[src/rtl/hex_record_parser.sv]
// Intel HEX record decoder: parses ":LLAAAATT[DD..]CC" from a UART byte stream,
// verifies the checksum and replays the data bytes as addressed memory writes.
module hex_record_parser #(
  parameter int MAX_LEN = 16
) (
  input  logic        CLK_UART_i,
  input  logic        rst_n_i,
  input  logic [7:0]  rx_data_i,
  input  logic        rx_valid_i,
  output logic        wr_en_o,
  output logic [31:0] wr_addr_o,
  output logic [7:0]  wr_data_o,
  output logic        rec_done_o,
  output logic        eof_o,
  output logic        err_o,
  output logic [1:0]  err_code_o,
  output logic        busy_o
);

  localparam int IDX_W = (MAX_LEN > 1) ? $clog2(MAX_LEN) : 1;
  localparam logic [7:0] CH_COLON = 8'h3A;
  localparam logic [1:0] E_CHAR = 2'd0;
  localparam logic [1:0] E_CSUM = 2'd1;
  localparam logic [1:0] E_LEN  = 2'd2;
  localparam logic [1:0] E_TYPE = 2'd3;

  typedef enum logic [2:0] {
    S_IDLE, S_LEN, S_ADDR, S_TYPE, S_DATA, S_CSUM, S_FLUSH
  } state_t;

  state_t      state_q, state_d;
  logic        nib_q, nib_d;
  logic [3:0]  hi_q, hi_d;
  logic [7:0]  len_q, len_d;
  logic [15:0] addr_q, addr_d;
  logic [7:0]  type_q, type_d;
  logic [7:0]  cnt_q, cnt_d;
  logic [7:0]  sum_q, sum_d;
  logic [15:0] ela_q, ela_d;
  logic [7:0]  hold_q, hold_d;
  logic        hold_vld_q, hold_vld_d;
  logic        wr_en_q, wr_en_d;
  logic [31:0] wr_addr_q, wr_addr_d;
  logic [7:0]  wr_data_q, wr_data_d;
  logic        rec_done_q, rec_done_d;
  logic        eof_q, eof_d;
  logic        err_q, err_d;
  logic [1:0]  err_code_q, err_code_d;

  logic [7:0]  data_buf_q [MAX_LEN];
  logic             buf_we;
  logic [IDX_W-1:0] buf_widx;
  logic [7:0]       buf_wdata;

  logic        in_vld;
  logic [7:0]  in_byte;
  logic [4:0]  hx;
  logic [7:0]  byte_val;
  logic [7:0]  sum_new;

  // Returns {is_hex, nibble}
  function automatic logic [4:0] hex_decode(input logic [7:0] c);
    logic [7:0] t;
    t = 8'h00;
    if (c >= 8'h30 && c <= 8'h39) begin
      t = c - 8'h30;
      return {1'b1, t[3:0]};
    end else if (c >= 8'h41 && c <= 8'h46) begin
      t = c - 8'h37;
      return {1'b1, t[3:0]};
    end else if (c >= 8'h61 && c <= 8'h66) begin
      t = c - 8'h57;
      return {1'b1, t[3:0]};
    end
    return 5'b0;
  endfunction

  // Bytes arriving while flushing are parked and replayed once back in IDLE
  always_comb begin
    in_vld     = 1'b0;
    in_byte    = rx_data_i;
    hold_d     = hold_q;
    hold_vld_d = hold_vld_q;
    if (state_q == S_FLUSH) begin
      if (rx_valid_i) begin
        hold_d     = rx_data_i;
        hold_vld_d = 1'b1;
      end
    end else if (hold_vld_q) begin
      in_vld     = 1'b1;
      in_byte    = hold_q;
      hold_vld_d = rx_valid_i;
      if (rx_valid_i) hold_d = rx_data_i;
    end else begin
      in_vld = rx_valid_i;
    end
  end

  assign hx       = hex_decode(in_byte);
  assign byte_val = {hi_q, hx[3:0]};
  assign sum_new  = sum_q + byte_val;

  always_comb begin
    state_d    = state_q;
    nib_d      = nib_q;
    hi_d       = hi_q;
    len_d      = len_q;
    addr_d     = addr_q;
    type_d     = type_q;
    cnt_d      = cnt_q;
    sum_d      = sum_q;
    ela_d      = ela_q;
    wr_en_d    = 1'b0;
    wr_addr_d  = wr_addr_q;
    wr_data_d  = wr_data_q;
    rec_done_d = 1'b0;
    eof_d      = eof_q;
    err_d      = 1'b0;
    err_code_d = err_code_q;
    buf_we     = 1'b0;
    buf_widx   = cnt_q[IDX_W-1:0];
    buf_wdata  = byte_val;

    case (state_q)
      S_IDLE: begin
        if (in_vld && in_byte == CH_COLON) begin
          state_d = S_LEN;
          sum_d   = 8'h00;
          nib_d   = 1'b0;
          eof_d   = 1'b0;
        end
      end
      S_FLUSH: begin
        if (cnt_q < len_q) begin
          wr_en_d   = 1'b1;
          wr_data_d = data_buf_q[cnt_q[IDX_W-1:0]];
          wr_addr_d = {ela_q, addr_q + {8'h00, cnt_q}};
          cnt_d     = cnt_q + 8'd1;
        end else begin
          rec_done_d = 1'b1;
          state_d    = S_IDLE;
        end
      end
      default: begin
        if (in_vld) begin
          if (in_byte == CH_COLON) begin
            err_d      = 1'b1;
            err_code_d = E_CHAR;
            state_d    = S_LEN;
            sum_d      = 8'h00;
            nib_d      = 1'b0;
            eof_d      = 1'b0;
          end else if (!hx[4]) begin
            err_d      = 1'b1;
            err_code_d = E_CHAR;
            state_d    = S_IDLE;
            nib_d      = 1'b0;
          end else if (!nib_q) begin
            hi_d  = hx[3:0];
            nib_d = 1'b1;
          end else begin
            nib_d = 1'b0;
            sum_d = sum_new;
            case (state_q)
              S_LEN: begin
                if (int'(byte_val) > MAX_LEN) begin
                  err_d      = 1'b1;
                  err_code_d = E_LEN;
                  state_d    = S_IDLE;
                end else begin
                  len_d   = byte_val;
                  cnt_d   = 8'd0;
                  state_d = S_ADDR;
                end
              end
              S_ADDR: begin
                if (cnt_q == 8'd0) begin
                  addr_d[15:8] = byte_val;
                  cnt_d        = 8'd1;
                end else begin
                  addr_d[7:0] = byte_val;
                  state_d     = S_TYPE;
                end
              end
              S_TYPE: begin
                if (byte_val > 8'h05) begin
                  err_d      = 1'b1;
                  err_code_d = E_TYPE;
                  state_d    = S_IDLE;
                end else if ((byte_val == 8'h01 && len_q != 8'd0) ||
                             (byte_val == 8'h04 && len_q != 8'd2)) begin
                  err_d      = 1'b1;
                  err_code_d = E_LEN;
                  state_d    = S_IDLE;
                end else begin
                  type_d  = byte_val;
                  cnt_d   = 8'd0;
                  state_d = (len_q == 8'd0) ? S_CSUM : S_DATA;
                end
              end
              S_DATA: begin
                buf_we = 1'b1;
                cnt_d  = cnt_q + 8'd1;
                if (cnt_q + 8'd1 == len_q) state_d = S_CSUM;
              end
              S_CSUM: begin
                if (sum_new != 8'h00) begin
                  err_d      = 1'b1;
                  err_code_d = E_CSUM;
                  state_d    = S_IDLE;
                end else if (type_q == 8'h00 && len_q != 8'd0) begin
                  // First write leaves on the cycle right after the final digit
                  wr_en_d   = 1'b1;
                  wr_data_d = data_buf_q[0];
                  wr_addr_d = {ela_q, addr_q};
                  cnt_d     = 8'd1;
                  state_d   = S_FLUSH;
                end else begin
                  if (type_q == 8'h04) ela_d = {data_buf_q[0], data_buf_q[1]};
                  if (type_q == 8'h01) eof_d = 1'b1;
                  rec_done_d = 1'b1;
                  state_d    = S_IDLE;
                end
              end
              default: ;
            endcase
          end
        end
      end
    endcase
  end

  always_ff @(posedge CLK_UART_i or negedge rst_n_i) begin
    if (!rst_n_i) begin
      state_q    <= S_IDLE;
      nib_q      <= 1'b0;
      hi_q       <= 4'h0;
      len_q      <= 8'h00;
      addr_q     <= 16'h0000;
      type_q     <= 8'h00;
      cnt_q      <= 8'h00;
      sum_q      <= 8'h00;
      ela_q      <= 16'h0000;
      hold_q     <= 8'h00;
      hold_vld_q <= 1'b0;
      wr_en_q    <= 1'b0;
      wr_addr_q  <= 32'h0;
      wr_data_q  <= 8'h00;
      rec_done_q <= 1'b0;
      eof_q      <= 1'b0;
      err_q      <= 1'b0;
      err_code_q <= 2'd0;
    end else begin
      state_q    <= state_d;
      nib_q      <= nib_d;
      hi_q       <= hi_d;
      len_q      <= len_d;
      addr_q     <= addr_d;
      type_q     <= type_d;
      cnt_q      <= cnt_d;
      sum_q      <= sum_d;
      ela_q      <= ela_d;
      hold_q     <= hold_d;
      hold_vld_q <= hold_vld_d;
      wr_en_q    <= wr_en_d;
      wr_addr_q  <= wr_addr_d;
      wr_data_q  <= wr_data_d;
      rec_done_q <= rec_done_d;
      eof_q      <= eof_d;
      err_q      <= err_d;
      err_code_q <= err_code_d;
    end
  end

  always_ff @(posedge CLK_UART_i) begin
    if (buf_we) data_buf_q[buf_widx] <= buf_wdata;
  end

  assign wr_en_o    = wr_en_q;
  assign wr_addr_o  = wr_addr_q;
  assign wr_data_o  = wr_data_q;
  assign rec_done_o = rec_done_q;
  assign eof_o      = eof_q;
  assign err_o      = err_q;
  assign err_code_o = err_code_q;
  assign busy_o     = (state_q != S_IDLE);

endmodule

[config.mk]
export PLATFORM = sky130hd
export DESIGN_NAME = hex_record_parser
export DESIGN_NICKNAME = d
export VERILOG_FILES = /design/src/rtl/hex_record_parser.sv
export SDC_FILE = /design/constraint.sdc
export NUM_CORES = 1
export LEC_CHECK = 0
export ABC_CLOCK_PERIOD_IN_PS = 6100
export CELL_PAD_IN_SITES_DETAIL_PLACEMENT = 0
export CELL_PAD_IN_SITES_GLOBAL_PLACEMENT = 1
export CORE_MARGIN = 2
export CORE_UTILIZATION = 46
export CTS_CLUSTER_DIAMETER = 150
export CTS_CLUSTER_SIZE = 24
export DETAILED_ROUTE_END_ITERATION = 10
export HOLD_SLACK_MARGIN = 0.12
export PLACE_DENSITY_LB_ADDON = 0.12
export SYNTH_ARGS = -nofsm -noshare
export SYNTH_HDL_FRONTEND = slang
export SYNTH_SLANG_ARGS = --single-unit
[constraint.sdc]
create_clock -name CLK_UART_i -period 6.1 [get_ports CLK_UART_i]
set_input_delay 1.22 -clock CLK_UART_i [delete_from_list [all_inputs] [get_ports CLK_UART_i]]
set_output_delay 1.22 -clock CLK_UART_i [all_outputs]
set_load 0.01 [all_outputs]
### After elaboration in Yosys (flattened, before gate mapping)

Memories as Yosys holds them, arrays and structs flattened. A register that Yosys moved wholly into a read port is not among the register bits.
Index checks and enable logic that the tools add are counted.
W data, S select, Z words.

* $add $sub $neg: 6
* multiply operators: 0
* div/mod/pow operators: 0
* magnitude comparators: 9
* equality and inequality tests: 36
* shift operators: 0
* multiplexer cells: 129
* bitwise gates (word level): 11
* reductions and logical operators: 43

Operators by type and width (count)
* $mux W32: 8
* $mux W8: 29
* $pmux W32 S2: 1
* $mux W1: 55
* $pmux W8 S2: 3
* $pmux W8 S5: 1
* $mux W3: 12
* $reduce_and A7 Y1: 5
* $reduce_and A9 Y1: 3
* $logic_not A8 Y1: 3
* $mux W5: 4
* $ne A3 B3 Y1 const B: 6
* $reduce_bool A3 Y1: 6
* $add A16 B8 Y16: 1
* $eq A8 B1 Y1 const B: 2
* $eq A8 B3 Y1 const B: 2
* $ge A8 B7 Y1 const B: 2
* $le A8 B7 Y1 const B: 2
* $mux W2: 8
* $reduce_bool A8 Y1: 2
* $pmux W3 S5: 1
* $reduce_bool A2 Y1: 7
* $reduce_and A13 Y1: 1
* $ne A6 B6 Y1 const B: 2
* 37 further kinds: 68

* register bits: 127
* bits in latches: 0
* RAM bits: 128
* bits in read-only memories: 0
* input port bits: 11
* output and inout port bits: 47
* word-level logic and storage cells: 254
* memories: 1

Memory list
* data_buf_q: depth 16, bits a word 8, rd ports 3, clocked after Yosys merged registers in 1, write ports 1, line 50 `logic [7:0] data_buf_q [MAX_LEN];`

### Longest topological paths before layout

Gate-level depths: netlist of the first run.

* depth in word-level cells: 19
* depth in mapped cells: 24
* gate-level depth less buffers: 21

### Least setup slack after synthesis of the first run

Ideal clock, no wire load.

* path type: input -> register
* from: in rx_data_i[1]
* to: reg cnt_q[2]
* library setup time: 0.126 ns
* arrival: 5.903 ns
* required time: 5.974 ns
* slack: 0.071 ns
* stages on the path: 18
* path buffers: 1
* cells stage by stage: mux2_2 > inv_1 > ha_1 > nor2b_1 > a31oi_1 > o31ai_1 > nor2_2 > mux2_2 > ha_1 > fa_1 > xor2_1 > or3_1 > or4_1 > or3_4 > nor2b_4 > or4_4 > buf_6 > a221o_1

* longest elaborated chain between the ends: 13
* elaborated cells on any way between the ends: 38
* classes of those cells: 4 x add/sub; 8 x order compare; 8 x eq/ne; 9 x mux; 9 x reduce/logical

RTL lines
* start, declared: line 8 `input logic [7:0] rx_data_i,`
* $mux W8: line 89 `end else if (hold_vld_q) begin`
* $mux W8 *: line 84 `if (state_q == S_FLUSH) begin`
* $ge A8 B7 Y1 / $le A8 B7 Y1 (equally long branches): line 71 `end else if (c >= 8'h61 && c <= 8'h66) begin`
* $logic_and A1 B1 Y1: line 71
* $mux W1: line 71
* $mux W1: line 68 `end else if (c >= 8'h41 && c <= 8'h46) begin`
* $mux W1: line 65 `if (c >= 8'h30 && c <= 8'h39) begin`
* $mux W5 *: line 75 `return 5'b0;`
* named net hx[0]: line 57 `logic [4:0] hx;`
* parallel branches: the longest is 4 deep, another holds $add A8 B8 Y8
* $reduce_and A13 Y1 (no source line) *
* end signal, assigned: line 260 `cnt_q <= cnt_d;`
* end, declared: line 37 `logic [7:0] cnt_q, cnt_d;`

Mark *: on every way through the listed nets, which the timed path passes. The select of a mux whose other input is x is not followed.
A chain may end at the register's enable or synchronous reset.

### Final worst setup path of the first run

* from: in rx_data_i[1]
* to: reg cnt_q[5]

Same word-level chain as after synthesis.

==> results of run 1 <==
==> stage by stage <==
step / hold slack [ns] / TNS (ns) / total power [W] / utilization [%] / instance area [sq um]
CTS: 0.491 / 0 / 0.00355 / 53.3 / 13500
finish: 0.486 / 0 / 0.00352 / 53.5 / 13500
global placement: 0.462 / -7.32 / 0.00254 / 51.7 / 13100
detailed placement: 0.470 / -20.90 / 0.00255 / 51.7 / 13100
floorplan: 0.454 / 0 / 0.00234 / - / 11900
global route: 0.525 / 0 / 0.00369 / 53.5 / 13500
==> sequential cells by signal (all words and copies together) (netlist names), 2 cells and up <==
name,flops
cnt_q,8
sum_q,8
ela_q,16
type_q,8
hold_q,8
len_q,8
wr_addr_o,32
err_code_o,2
wr_data_o,8
data_buf_q,128
state_q,3
hi_q,4
addr_q,16
==> kinds of logic after synthesis <==
kind of cell | count (synthesis) | share of synthesized area (%)
XOR/XNOR | 27 | 1.98
AO/OA/AOI/OAI | 156 | 8.67
multiplexers | 121 | 15.0
adder cells (fa/ha/maj) | 34 | 3.67
flip-flops | 255 | 58.8
buffers and inverters | 63 | 2.20
AND/OR/NAND/NOR | 228 | 9.66
==> critical path, stage by stage <==
cell and delay, ns:
clkdlybuf4s50_1 0.45, mux2_2 0.29, inv_1 0.10, ha_1 0.18, nor2b_2 0.16, a31oi_1 0.07
o31ai_2 0.35, nor2_2 0.07, mux2_2 0.29, ha_1 0.22, fa_2 0.38, xor2_1 0.18
or3_1 0.31, or4_4 0.54, or3_4 0.35, nor2b_4 0.13, or4_4 0.50, buf_4 0.19
a21o_1 0.18
==> where the power goes <==
part,internal (W),switching (W),total [W],leakage (nW)
registers,0.00185,0.0000988,0.00195,2.72
clock network,0.000465,0.000533,0.000998,0.200
logic,0.000274,0.000300,0.000574,2.55
==> placed cells by master, fill, tap and decap left out, types with 6 or more instances in the layout <==
cell	Yosys	final
clkbuf_1	22	8
o31ai_1	8	7
o21ai_0	51	50
mux4_2	40	40
edfxtp_1	128	128
and2_1	8	8
inv_1	25	25
clkbuf_16	0	15
nand2_1	77	77
xor2_1	9	9
or3_1	6	6
xnor2_1	18	18
dfrtp_1	127	126
a21oi_1	31	31
nor3_1	13	13
mux2_2	66	66
nand3_1	20	20
nor2_1	46	46
clkdlybuf4s50_1	0	56
a21o_1	17	17
ha_1	31	31
buf_4	1	40
nor2b_1	10	9
mux2i_1	15	15
==> per-layer routing <==
layer / vias up / part of all wire [%]
met4: 0 / 1.9
met5: - / 0
met2: 184 / 48
met3: 31 / 4.1
li1: 3462 / -
met1: 3710 / 46
==> how the worst max path moves through the flow <==
stage / endpoint / slack [ns] / cells after the start
after floorplan: cnt_q[2]$_DFFE_PN0P_ / 0.07 / 18
after global placement: cnt_q[2]$_DFFE_PN0P_ / -0.18 / 19
after detailed placement: wr_addr_o[8]$_DFFE_PN0P_ / -0.37 / 22
after CTS: wr_addr_o[8]$_DFFE_PN0P_ / 0.14 / 22
after global routing: err_code_o[1]$_DFFE_PN0P_ / 0.003 / 20
final: cnt_q[5]$_DFFE_PN0P_ / 0.33 / 19
==> layout make-up <==
cell class,count,area [sq um],area share (%)
Sequential cell,255,7020,51.9
Clock inverter,1,11.3,0.0831
Timing Repair Buffer,98,901,6.65
Multi-Input combinational cell,566,4690,34.7
Clock buffer,23,405,2.99
Inverter,26,97.6,0.721
Tap cell,330,413,3.05
==> timing repair <==
action	4_1_cts	5_1_grt
setup buffers	0	0
gates resized for setup	0	8
endpoints found under the setup margin	0	69
==> summary.txt, run 1 <==
result of the run: finished, final reports clean
Initial DRT Pass Iterations: 7
crit end category: flip-flop
Worst Setup Path Type: in -> reg
fin crit period: 5.77 ns
Initial Util: 47.2%
hold crit path type: reg -> reg
HP Start: wr_addr_o[7]$_DFFE_PN0P_
Arr. time, crit path: 6.17 ns
Max clock buf depth: 3
Mean Syn Cell Area: 13.5 sq um
hold path depth: 2
Final #Nets: 1005
RSZ-0062 raised after global routing: no
first-pass GRT wire length: 41600 microns
EDFF count, synth: 128
number of fill cells: 2090
Leak: 5.46 nW
Worst Reg-to-Reg Cells: 19
antenna violations before repair: 1
Overflow after GRT: 0
DP Worst Slack: -0.367 ns
RD Place Congestion: 0.862
IO buf count: 57
Vias/cell: 5.69
TritonCTS clock tree: done
Synth warnings: 0
vias in the first global route: 7528
grt peak-use layer: met2
Cell variety after synth: 78
r2r endpoint: cnt_q[5]$_DFFE_PN0P_
hold buffers post-CTS: 0
Reg2Reg Setup Slack: 0.52 ns
fraction of layout cells with a size suffix above 1: 19.8%
final hold violations: 0
M2 GR Usage: 33.4%
IO Pins: 58
Clock transition at path regs: 0.10 ns
Mapped Area: 11900 sq um
dpl cells: 1275
DRC violations left: 0
Slew Limit Fails: 0
crit path launch type: input port
count of final setup violators: 0
Critical path origin: rx_data_i[1]
met3 Resource Use GR: 2.02%
Sink Count: 255
Slew @ Worst Pin: 1.03 ns
Area Overhead vs Synth: 13.4%
commonest cells in the synthesized netlist: 128 x edfxtp_1, 127 x dfrtp_1, 77 x nand2_1
Yosys top cell by area: edfxtp_1
Vias: 7387
Syn Inst Count: 884
Max Fclk: 173 MHz
Rel. slew slack: 31.6%
drt total wl: 25800 microns
Iter 0 DRT Violations: 557
dominant synthesized flop cell: edfxtp_1
Clock Skews: 0.0150 ns
r2r startpoint: hold_vld_q$_DFFE_PN0P_
dpl hpwl: 18300 microns
core footprint: 25300 sq um
wire length per cell: 19.9 microns
CTS Root Cell: clkbuf_16
GR Util met1: 27.6%
Synth Net Count: 928
critical path peak fanout: 7
Finished Layout Cells: 1299
die area: 27300 sq um
Final period util: 94.7%
ANT nets after route: 0
worst hold path endpoint: wr_addr_o[7]$_DFFE_PN0P_
post-synth top area share: 32.2%
Seq/Total Area, Yosys: 58.8%
GRT Total Usage: 19.8%
number of synthesized register bits: 255
share of flip-flops with an asynchronous set or reset: 49.8%
Max-Cap Viols: 0
total CTS buffers: 14
synth top area cells: edfxtp_1 32%, dfrtp_1 27%, mux4_2 7.5%
Peak VDD IR: 144 uV
H-Tree Depth: 1
CP required: 6.50 ns
largest net degree at the start of global routing: 77
die width: 165 microns
PnR worst setup slack: 0.326 ns
n_diodes: 0
most common cell in the netlist: edfxtp_1
chip height: 165 microns
worst skew pair latency: 0.50 ns
power per cell area: 260 nW/um^2
# rows: 58
Power figures use the tool's default switching activity.
==> inputs of run 2 (changes only) <==
- HOLD_SLACK_MARGIN: 0.12 -> unset
==> results of run 2 <==
The final DEF is identical to that of run 1; final timing and power are the same.
